==> config.mk <==
export PLATFORM = sky130hd
export DESIGN_NAME = uart_echo
export DESIGN_NICKNAME = d
export VERILOG_FILES = /design/src/rtl/uart_echo.sv
export SDC_FILE = /design/constraint.sdc
export NUM_CORES = 1
export LEC_CHECK = 0
export BUFFER_PORTS_ARGS = -buffer_cell sky130_fd_sc_hd__buf_4
export CORE_MARGIN = 1
export CORE_UTILIZATION = 55
export DETAILED_ROUTE_END_ITERATION = 8
export PLACE_DENSITY = 0.74
export REMOVE_ABC_BUFFERS = 1
export SLEW_MARGIN = 40
export SYNTH_ARGS = -nofsm -noshare
export SYNTH_HDL_FRONTEND = slang
export SYNTH_SLANG_ARGS = --single-unit
==> constraint.sdc <==
create_clock -name clk -period 3.3 [get_ports clk]
set_clock_uncertainty 0.15 [all_clocks]
set_input_delay 0.33 -clock clk [delete_from_list [all_inputs] [get_ports clk]]
set_output_delay 0.33 -clock clk [all_outputs]
set_load 0.005 [all_outputs]
==> src/rtl/uart_echo.sv <==
// uart_echo: UART receive -> FIFO -> UART transmit loopback.
// Frames are 1 start bit, DATA_BITS data bits LSB first, optional parity and
// 1 stop bit. Good bytes are buffered and retransmitted in the same format.
//
// Internal handshakes:
//   push: push_q is a one-cycle valid from RX. The FIFO accepts it when not full.
//         Full is taken from the pointers before any same-cycle pop. If the FIFO
//         is full the byte is dropped and ovf pulses in that same cycle.
//   pop:  pop_fire is asserted only in TX_IDLE while the FIFO is non-empty and
//         tx_pause is low. TX captures the head entry on the same edge that
//         advances the read pointer.
module uart_echo #(
  parameter int CLK_HZ     = 100_000_000,
  parameter int BAUD       = 115200,
  parameter int DATA_BITS  = 8,
  parameter int PARITY     = 0,
  parameter int FIFO_DEPTH = 16
) (
  input  logic                          clk,
  input  logic                          rst,
  input  logic                          uart_rx,
  output logic                          uart_tx,
  input  logic                          tx_pause,
  output logic                          frame_err,
  output logic                          parity_err,
  output logic                          ovf,
  output logic [$clog2(FIFO_DEPTH):0]   fifo_level,
  output logic [2:0]                    rx_state_o,
  output logic [2:0]                    tx_state_o
);

  localparam int DIV   = CLK_HZ / BAUD;
  localparam int HALF  = DIV / 2;
  localparam int CNT_W = $clog2(DIV + 1);
  localparam int AW    = $clog2(FIFO_DEPTH);
  localparam int BIT_W = 4;

  localparam logic [CNT_W-1:0] CNT_DIV  = CNT_W'(DIV);
  localparam logic [CNT_W-1:0] CNT_HALF = CNT_W'(HALF);
  localparam logic [CNT_W-1:0] CNT_STOP = CNT_W'(DIV - 1);
  localparam logic [CNT_W-1:0] CNT_ONE  = CNT_W'(1);
  localparam logic [BIT_W-1:0] BIT_LAST = BIT_W'(DATA_BITS - 1);
  localparam logic [BIT_W-1:0] BIT_ONE  = BIT_W'(1);
  localparam logic [AW:0]      PTR_ONE  = (AW+1)'(1);

  typedef enum logic [2:0] {
    RX_IDLE  = 3'd0,
    RX_START = 3'd1,
    RX_DATA  = 3'd2,
    RX_PAR   = 3'd3,
    RX_STOP  = 3'd4
  } rx_state_t;

  typedef enum logic [2:0] {
    TX_IDLE  = 3'd0,
    TX_START = 3'd1,
    TX_DATA  = 3'd2,
    TX_PAR   = 3'd3,
    TX_STOP  = 3'd4
  } tx_state_t;

  // Parity bit that goes with a data word: odd makes the total 1-count odd.
  function automatic logic par_of(input logic [DATA_BITS-1:0] d);
    return (PARITY == 1) ? ~(^d) : (^d);
  endfunction

  // ---------------------------------------------------------------------------
  // RX input conditioning
  // ---------------------------------------------------------------------------
  logic sync1_q, sync2_q, prev_q;
  logic rx_s, rx_fall;

  // Two-flop synchroniser followed by one edge-detect register.
  always_ff @(posedge clk or posedge rst) begin
    if (rst) begin
      sync1_q <= 1'b1;
      sync2_q <= 1'b1;
      prev_q  <= 1'b1;
    end else begin
      sync1_q <= uart_rx;
      sync2_q <= sync1_q;
      prev_q  <= sync2_q;
    end
  end

  assign rx_s    = sync2_q;
  assign rx_fall = prev_q & ~sync2_q;

  // ---------------------------------------------------------------------------
  // RX FSM
  // ---------------------------------------------------------------------------
  rx_state_t              rx_state_q;
  logic [CNT_W-1:0]       rx_cnt_q;
  logic [BIT_W-1:0]       rx_bit_q;
  logic [DATA_BITS-1:0]   rx_shift_q;
  logic                   rx_par_bad_q;
  logic                   push_q;
  logic [DATA_BITS-1:0]   push_data_q;
  logic                   frame_err_q;
  logic                   parity_err_q;

  // Receive one frame; the outcome (push or one error flag) is registered at
  // the stop sample so it is visible in the following cycle.
  always_ff @(posedge clk or posedge rst) begin
    if (rst) begin
      rx_state_q   <= RX_IDLE;
      rx_cnt_q     <= '0;
      rx_bit_q     <= '0;
      rx_shift_q   <= '0;
      rx_par_bad_q <= 1'b0;
      push_q       <= 1'b0;
      push_data_q  <= '0;
      frame_err_q  <= 1'b0;
      parity_err_q <= 1'b0;
    end else begin
      push_q       <= 1'b0;
      frame_err_q  <= 1'b0;
      parity_err_q <= 1'b0;
      case (rx_state_q)
        RX_IDLE: begin
          if (rx_fall) begin
            rx_cnt_q   <= CNT_HALF;
            rx_state_q <= RX_START;
          end
        end
        RX_START: begin
          if (rx_cnt_q == CNT_ONE) begin
            if (!rx_s) begin
              rx_cnt_q     <= CNT_DIV;
              rx_bit_q     <= '0;
              rx_par_bad_q <= 1'b0;
              rx_state_q   <= RX_DATA;
            end else begin
              // Line went back high before mid start bit: a glitch.
              rx_state_q <= RX_IDLE;
            end
          end else begin
            rx_cnt_q <= rx_cnt_q - CNT_ONE;
          end
        end
        RX_DATA: begin
          if (rx_cnt_q == CNT_ONE) begin
            rx_shift_q <= {rx_s, rx_shift_q[DATA_BITS-1:1]};
            rx_cnt_q   <= CNT_DIV;
            if (rx_bit_q == BIT_LAST) begin
              rx_bit_q   <= '0;
              rx_state_q <= (PARITY != 0) ? RX_PAR : RX_STOP;
            end else begin
              rx_bit_q <= rx_bit_q + BIT_ONE;
            end
          end else begin
            rx_cnt_q <= rx_cnt_q - CNT_ONE;
          end
        end
        RX_PAR: begin
          if (rx_cnt_q == CNT_ONE) begin
            rx_par_bad_q <= (rx_s != par_of(rx_shift_q));
            rx_cnt_q     <= CNT_DIV;
            rx_state_q   <= RX_STOP;
          end else begin
            rx_cnt_q <= rx_cnt_q - CNT_ONE;
          end
        end
        RX_STOP: begin
          if (rx_cnt_q == CNT_ONE) begin
            rx_state_q <= RX_IDLE;
            if (!rx_s) begin
              frame_err_q <= 1'b1;
            end else if (rx_par_bad_q) begin
              parity_err_q <= 1'b1;
            end else begin
              push_q      <= 1'b1;
              push_data_q <= rx_shift_q;
            end
          end else begin
            rx_cnt_q <= rx_cnt_q - CNT_ONE;
          end
        end
        default: rx_state_q <= RX_IDLE;
      endcase
    end
  end

  // ---------------------------------------------------------------------------
  // FIFO
  // ---------------------------------------------------------------------------
  logic [DATA_BITS-1:0] fifo_mem_q [FIFO_DEPTH];
  logic [AW:0]          wr_ptr_q, rd_ptr_q;
  logic                 fifo_full, fifo_empty;
  logic                 push_fire, pop_fire;
  logic [DATA_BITS-1:0] pop_data;
  tx_state_t            tx_state_q;

  assign fifo_empty = (wr_ptr_q == rd_ptr_q);
  assign fifo_full  = (wr_ptr_q[AW-1:0] == rd_ptr_q[AW-1:0]) &&
                      (wr_ptr_q[AW] != rd_ptr_q[AW]);
  assign push_fire  = push_q & ~fifo_full;
  assign pop_fire   = (tx_state_q == TX_IDLE) & ~fifo_empty & ~tx_pause;
  assign pop_data   = fifo_mem_q[rd_ptr_q[AW-1:0]];
  assign fifo_level = wr_ptr_q - rd_ptr_q;

  // Pointers are one bit wider than the address so full and empty differ.
  always_ff @(posedge clk or posedge rst) begin
    if (rst) begin
      wr_ptr_q <= '0;
      rd_ptr_q <= '0;
    end else begin
      if (push_fire) wr_ptr_q <= wr_ptr_q + PTR_ONE;
      if (pop_fire)  rd_ptr_q <= rd_ptr_q + PTR_ONE;
    end
  end

  // Storage array; contents are don't-care until written.
  always_ff @(posedge clk) begin
    if (push_fire) fifo_mem_q[wr_ptr_q[AW-1:0]] <= push_data_q;
  end

  // ---------------------------------------------------------------------------
  // TX FSM
  // ---------------------------------------------------------------------------
  logic [CNT_W-1:0]     tx_cnt_q;
  logic [BIT_W-1:0]     tx_bit_q;
  logic [DATA_BITS-1:0] tx_shift_q;
  logic                 tx_par_q;
  logic                 tx_q;

  // Transmit one frame per popped byte. The TX_IDLE decision cycle is the
  // last cycle of the stop bit, so TX_STOP itself holds for DIV-1 cycles and
  // back-to-back frames have exactly DIV cycles of stop.
  always_ff @(posedge clk or posedge rst) begin
    if (rst) begin
      tx_state_q <= TX_IDLE;
      tx_cnt_q   <= '0;
      tx_bit_q   <= '0;
      tx_shift_q <= '0;
      tx_par_q   <= 1'b0;
      tx_q       <= 1'b1;
    end else begin
      case (tx_state_q)
        TX_IDLE: begin
          tx_q <= 1'b1;
          if (pop_fire) begin
            tx_shift_q <= pop_data;
            tx_par_q   <= par_of(pop_data);
            tx_q       <= 1'b0;
            tx_cnt_q   <= CNT_DIV;
            tx_state_q <= TX_START;
          end
        end
        TX_START: begin
          if (tx_cnt_q == CNT_ONE) begin
            tx_q       <= tx_shift_q[0];
            tx_cnt_q   <= CNT_DIV;
            tx_bit_q   <= '0;
            tx_state_q <= TX_DATA;
          end else begin
            tx_cnt_q <= tx_cnt_q - CNT_ONE;
          end
        end
        TX_DATA: begin
          if (tx_cnt_q == CNT_ONE) begin
            tx_cnt_q <= CNT_DIV;
            if (tx_bit_q == BIT_LAST) begin
              if (PARITY != 0) begin
                tx_q       <= tx_par_q;
                tx_state_q <= TX_PAR;
              end else begin
                tx_q       <= 1'b1;
                tx_cnt_q   <= CNT_STOP;
                tx_state_q <= TX_STOP;
              end
            end else begin
              tx_bit_q   <= tx_bit_q + BIT_ONE;
              tx_shift_q <= tx_shift_q >> 1;
              tx_q       <= tx_shift_q[1];
            end
          end else begin
            tx_cnt_q <= tx_cnt_q - CNT_ONE;
          end
        end
        TX_PAR: begin
          if (tx_cnt_q == CNT_ONE) begin
            tx_q       <= 1'b1;
            tx_cnt_q   <= CNT_STOP;
            tx_state_q <= TX_STOP;
          end else begin
            tx_cnt_q <= tx_cnt_q - CNT_ONE;
          end
        end
        TX_STOP: begin
          if (tx_cnt_q == CNT_ONE) begin
            tx_state_q <= TX_IDLE;
          end else begin
            tx_cnt_q <= tx_cnt_q - CNT_ONE;
          end
        end
        default: begin
          tx_q       <= 1'b1;
          tx_state_q <= TX_IDLE;
        end
      endcase
    end
  end

  assign uart_tx    = tx_q;
  assign frame_err  = frame_err_q;
  assign parity_err = parity_err_q;
  assign ovf        = push_q & fifo_full;
  assign rx_state_o = rx_state_q;
  assign tx_state_o = tx_state_q;

endmodule

==> flow_metrics.tcl, run 1 <==
set metrics [dict create \
    setup_viol 0 \
    row_count 46 \
    reg2reg_depth 7 \
    power.internal_uw 5070 \
    endpoint_kind "flip-flop" \
    p_switching_uw 1990 \
    whs_ns 0.190 \
    drt_iter0_markers 551 \
    ys_seq_area_frac 0.635 \
    worst_path_max_delay_cell "dfrtp_1" \
    grt_pass1_wl_um 29300 \
    clk_path_buf_depth 3 \
    worst_pin_slew_ns 0.722 \
    cts_resized 0 \
    peakVddDrop_mv 0.477 \
    clk_pin_slew_ns 0.06 \
    grt_pass1_vias 5528 \
    ys.flop_type "edfxtp_1" \
    cts_made_buffers 22 \
    syn_area_per_cell_um2 14.0 \
    max_cap_viol_count 0 \
    vias 5563 \
    syn_inst 645 \
    avgRoutedWirePerCell_um 20.1 \
    cts_htree_levels 1 \
    ys_seq_elements 204 \
    worst_slack_ns 0.380 \
    layout_min_cycle_time_ns 2.92 \
    cts_sinks 204 \
    grt_overflow 0 \
    grt_use_total 0.229 \
    grt_max_degree 66 \
    combPwrFrac 0.216 \
    final_core_util 0.640 \
    syn_to_final_growth_pct 13.2 \
    r2r_start "rd_ptr_q[2]" \
    synth_cell_types 66 \
    cts_root_buf "clkbuf_16" \
    nFillCells 1195 \
    arrival_ns 2.89 \
    insertedDiodeCount 0 \
    io_buffers 18 \
    initial_core_util 0.566 \
    crit_fanout 12 \
    p_sw_frac 0.282 \
    yosys_warnings 0 \
    crit_path_end "fifo_mem_q[7][4]" \
    antenna_found_initial 0 \
    cts_tree "done" \
    critical_path.cell_chain "inv_1, ha_1, nand4_1, nor2b_1, nor2b_1, nand2_1, nor2_1" \
    clock.fmax_ghz 0.343 \
    vias_per_cell 6.10 \
    rsz0062_at_grt "false" \
    slew_viol_final 0 \
    worstHoldPathType "input port to async pin" \
    critPathMaxStageDelay_ns 0.55 \
    synth_area_um2 9050 \
    core_area_um2 16000 \
    final_layout_size_suffix_gt1_frac 0.201 \
    start_kind "flip-flop" \
    gp_congestion 0.872 \
    die_area_um2 17000 \
    cpMostUsedCell "nor2b_1" \
    period_share 0.885 \
    clk_latency_ns 0.49 \
    outcome "finished clean" \
    cts_hold_buf 2 \
    antenna_left 0 \
    final_common_cell "edfxtp_1" \
    layout.nets 700 \
    dpl.hpwl_um 12300 \
    async_flop_share 0.373 \
    hold_viol 0 \
    post-cts-setup-buffers 0 \
    crit_type "flip-flop to flip-flop" \
    cp-startpoint "rd_ptr_q[2]" \
    regArea_um2 5750 \
    synth_edf_count 128 \
    drtPass1Iterations 5 \
    static-leakage-power_uw 0.00370 \
    multi_input_area_um2 3100 \
    die_x_um 130 \
    route.detailed.drc 0 \
    p_clk_frac 0.336 \
    rrSetupSlack_ns 0.38 \
    ios 19 \
    r2r-end "fifo_mem_q[7][4]" \
    powerDensity_nw_per_um2 690 \
    relSlewSlack 0.518 \
    pre_cts_ws_ns 0.420 \
    pwr-share-seq 0.449 \
    worstPathRequired_ns 3.27 \
    fp.dieH_um 130 \
    layout_common_cells "edfxtp_1 (128), dfrtp_1 (71), nand2_1 (43)" \
    wirelength_um 18300 \
]
## sequential cells by signal (all words and copies together), names as in the netlist, 3 cells and up
| signal | flops |
|---|---|
| rx_cnt_q | 10 |
| tx_cnt_q | 10 |
| rx_bit_q | 4 |
| fifo_mem_q | 128 |
| rd_ptr_q | 5 |
| wr_ptr_q | 5 |
| rx_state_o | 3 |
| tx_shift_q | 8 |
| rx_shift_q | 8 |
| push_data_q | 8 |
| tx_state_o | 3 |
| tx_bit_q | 4 |
## synthesized netlist by cell type, types with 2 or more instances
cell type,n,area share
a211oi_1,6,0.0050
a21o_1,8,0.0066
a21oi_1,25,0.014
a221o_1,6,0.0066
a22o_1,2,0.0019
a22oi_1,2,0.0017
a31oi_1,5,0.0035
and2_1,3,0.0021
and3_1,10,0.0069
buf_2,5,0.0028
clkbuf_1,25,0.010
dfrtp_1,72,0.20
dfstp_2,4,0.012
edfxtp_1,128,0.42
ha_1,15,0.021
inv_1,18,0.0075
mux2_2,17,0.021
mux2i_1,8,0.0088
mux4_2,33,0.082
nand2_1,43,0.018
nand2b_1,11,0.0076
nand3_1,12,0.0066
nand3b_1,2,0.0017
nand4_1,6,0.0041
nor2_1,39,0.016
nor2b_1,6,0.0041
nor3_1,18,0.010
nor3b_1,2,0.0017
nor4_1,8,0.0055
o21a_1,6,0.0050
o21ai_0,30,0.017
o21ai_1,3,0.0017
o22a_1,2,0.0019
or2_2,3,0.0021
or3_1,7,0.0048
or4_1,2,0.0017
or4b_1,2,0.0022
xnor2_1,19,0.018
xor2_1,5,0.0048
## worst min path at each step
stage	from	to	slack [ns]	depth (start not counted)
after floorplan	uart_rx	sync1_q	0.18	0
after global placement	rst	tx_cnt_q[9]	0.14	2
after detailed placement	rst	tx_cnt_q[9]	0.15	2
after CTS	rst	tx_cnt_q[9]	0.19	3
after global routing	sync1_q	rx_s	0.21	0
final	rst	tx_cnt_q[9]	0.19	3
## power by group through the flow
stage | registers [uW] | logic (uW) | clock network [uW]
detailed placement | 3210 | 1520 | 0
floorplan | 3270 | 964 | 0
global route | 3200 | 1680 | 2520
finish | 3170 | 1530 | 2370
CTS | 3160 | 1530 | 2400
global placement | 3190 | 1450 | 0
## worst max-delay path, delay by kind of cell, from the launching register on
family,cells,cell delay [ns]
buffers and inverters,1,0.22
adders and majority gates,1,0.39
and+or+nand+nor,5,1.24
DFF,1,0.55
## layout make-up
type / instances / area share
tap: 216 / 0.0264
timing repair buffer: 43 / 0.0332
inverter: 19 / 0.00696
clock inverter: 5 / 0.00513
sequential: 204 / 0.561
multi-input combinational: 390 / 0.302
clock buffer: 35 / 0.0645
## layer usage
metal / vias to the layer above / GRT usage / wire [um]
met2: 213 / 0.385 / 9110
met5: - / 0 / 0
li1: 2518 / - / -
met1: 2800 / 0.312 / 7690
met3: 32 / 0.0324 / 1080
met4: 0 / 0.0725 / 433
## through the flow
stage          std cells  power [uW]  cell area, um2  TNS, ns
6_report             912        7070           10200        0
5_1_grt              912        7400           10200        0
4_1_cts              912        7100           10200        0
3_5_place_dp         870        4730            9510        0
3_3_place_gp         870        4640            9510        0
2_1_floorplan        613        4240            8920   -38.17
## cells by family after synthesis
logic type	Yosys count	share of synthesized area
AO/OA/AOI/OAI	109	0.0774
XOR/XNOR	24	0.0232
flip-flops	204	0.635
buffers and inverters	51	0.0227
multiplexers	58	0.112
adder cells (fa/ha/maj)	16	0.0229
AND/OR/NAND/NOR	183	0.107
No activity file was read; power rests on OpenSTA's default activity.
==> run 2, diff against run 1 <==
- ABC_AREA: default -> 1
==> run 2 against run 1 <==
Compared with the run above: critical path depth increased by 2; count of clock-buffer cells in the layout decreased by 3; sequential power decreased by 2%; clock power about the same; sequential share of layout area decreased by 2.1 points; register-to-register slack got worse by 0.04 ns; first-iteration DRC count increased by 17%; sequential cell count unchanged; utilization decreased by 0.69 points; highest routed layer unchanged.
==> flow_metrics.tcl, run 2 <==
set metrics [dict create \
    outcome "finished clean" \
    synth_edf_count 128 \
    layout_min_cycle_time_ns 2.96 \
    fp.dieH_um 134 \
    cts_tree "done" \
    powerDensity_nw_per_um2 786 \
    ys_seq_area_frac 0.599 \
    avgRoutedWirePerCell_um 15.7 \
    layout.nets 1079 \
    start_kind "flip-flop" \
    peakVddDrop_mv 0.458 \
    dpl.hpwl_um 13400 \
    synthTopCellsByArea "edfxtp_1 (40%), dfrtp_1 (19%), nand2_1 (11%), nor2_1 (6.4%), o21ai_0 (3.3%)" \
    yosys_warnings 0 \
    setup_viol 0 \
    drt_iter0_markers 645 \
    gp_congestion 0.903 \
    worstPathRequired_ns 3.28 \
    endpoint_kind "flip-flop" \
    clock.fmax_ghz 0.338 \
    clk_latency_ns 0.50 \
    synth_top_area_frac 0.400 \
    syn_inst 1034 \
    crit_type "flip-flop to flip-flop" \
    layout_common_cells "nand2_1 (282), nor2_1 (163), edfxtp_1 (128)" \
    placedCellCount 1253 \
    rsz0062_at_grt "false" \
    grt_use_total 0.237 \
    largest_register_ff_count 128 \
    cts_root_buf "clkbuf_16" \
    max_cap_viol_count 0 \
    worst_pin_slew_ns 0.787 \
    ios 19 \
    cts_sinks 204 \
    yosys-top-cells-count "nand2_1 (282), nor2_1 (163), edfxtp_1 (128)" \
    grt_overflow 0 \
    relSlewSlack 0.475 \
    yosysTopAreaCell "edfxtp_1" \
    grt_pass1_wl_um 33100 \
    final_common_cell "nand2_1" \
    die_area_um2 18000 \
    wirelength_um 20300 \
    grt_max_degree 76 \
    insertedDiodeCount 0 \
    vias 6928 \
    clk_pin_slew_ns 0.06 \
    vias_per_cell 5.35 \
    drtPass1Iterations 7 \
    period_share 0.897 \
    hold_viol 0 \
    route.detailed.drc 0 \
    yosysMostFrequentCell "nand2_1" \
    ys_seq_elements 204 \
    cts_htree_levels 1 \
    crit_fanout 12 \
    syn_to_final_growth_pct 10.9 \
    arrival_ns 2.94 \
    static-leakage-power_uw 0.00451 \
    grt_pass1_vias 6671 \
    synth_cell_types 38 \
    final_layout_size_suffix_gt1_frac 0.103 \
    die_x_um 134 \
    antenna_found_initial 0 \
    initial_core_util 0.571 \
    fin_tns_setup_ns 0 \
    core_area_um2 16800 \
    row_count 47 \
    io_buffers 18 \
    syn_area_per_cell_um2 9.29 \
    synth_area_um2 9600 \
    antenna_left 0 \
    worstHoldPathType "input port to flip-flop" \
    cts_made_buffers 22 \
    final_cell_count_no_fill 1295 \
    ys.flop_type "edfxtp_1" \
    async_flop_share 0.373 \
    clk_path_buf_depth 3 \
    slew_viol_final 0 \
]
-- run 2: cell count changes after synthesis, moves of 33 or more --
cell	change
inv_1	+61
nand2_1	+239
nand3_1	+50
nor2_1	+124
o21ai_0	+34
mux4_2	-33
-- run 2: per-layer routing --
metal  part of all wire  track usage  wire length, um  vias up
met4              0.033       0.0824              665        0
met2               0.46        0.381             9340      195
li1                   -            -                -     3439
met5                  0            0                0        -
met1               0.46        0.332             9250     3241
met3              0.051       0.0321             1030       53
-- run 2: metrics by stage --
| step | hold WS, ns | setup slack [ns] | util | instance area (um2) | total power (uW) |
|---|---|---|---|---|---|
| floorplan | 0.184 | 0.0332 | - | 9480 | 5160 |
| global placement | 0.196 | 0.512 | 0.591 | 9940 | 5990 |
| detailed placement | 0.202 | 0.396 | 0.591 | 9940 | 6040 |
| CTS | 0.120 | 0.384 | 0.633 | 10700 | 8380 |
| global route | 0.148 | 0.183 | 0.633 | 10700 | 8870 |
| finish | 0.121 | 0.339 | 0.633 | 10700 | 8370 |
-- run 2: what timing repair did --
action / 4_1_cts / 5_1_grt
endpoints found under the hold margin: 52 / 0
buffers inserted: 0 / 0
resized for setup: 0 / 0
hold buffers: 2 / 0
-- run 2: critical path: stages, from the launching register on --
cell and delay (ns):
dfrtp_1 0.58, inv_2 0.17, ha_1 0.37, nand2_1 0.10, nor2_1 0.06, inv_1 0.07, nor2_1 0.06, nor2_4 0.19
nand2_1 0.23, nor2_1 0.60
-- run 2: final cells by class --
| class | count | area, um2 |
|---|---|---|
| tap | 220 | 275 |
| fill | 1387 | 6170 |
| clock inverter | 8 | 65.1 |
| timing repair buffer | 27 | 208 |
| multi-input combinational | 708 | 3360 |
| inverter | 96 | 368 |
| sequential | 204 | 5750 |
| clock buffer | 32 | 623 |
-- run 2: power breakdown --
part,internal (uW),total [uW],leakage (uW),switching (uW)
registers,2910,3120,0.00201,204
clock network,1390,2340,0.000341,949
logic,961,2920,0.00216,1960
total,5260,8370,0.00451,3110
-- run 2: final timing paths --
check	startpoint	end	slack [ns]	depth (start not counted)
max	rd_ptr_q[2]	fifo_mem_q[2][6]	0.34	9
min	tx_pause	tx_state_o[0]	0.12	6
max reg2reg	rd_ptr_q[2]	fifo_mem_q[2][6]	0.34	9
min reg2reg	sync1_q	rx_s	0.21	0
max in group asynchronous	rst	rx_s	2.10	4
min in group asynchronous	rst	tx_state_o[2]	0.27	3
-- run 2: cell families (layout without fill, tap and decap cells) --
group / after synthesis / after routing / share of synthesized area
and+or+nand+nor: 552 / 552 / 0.243
DFF: 204 / 204 / 0.599
buffers and inverters: 122 / 163 / 0.0511
AOI/OAI and AO/OA: 118 / 118 / 0.0653
xor gates and xnor gates: 22 / 22 / 0.0201
adders and majority gates: 16 / 16 / 0.0216
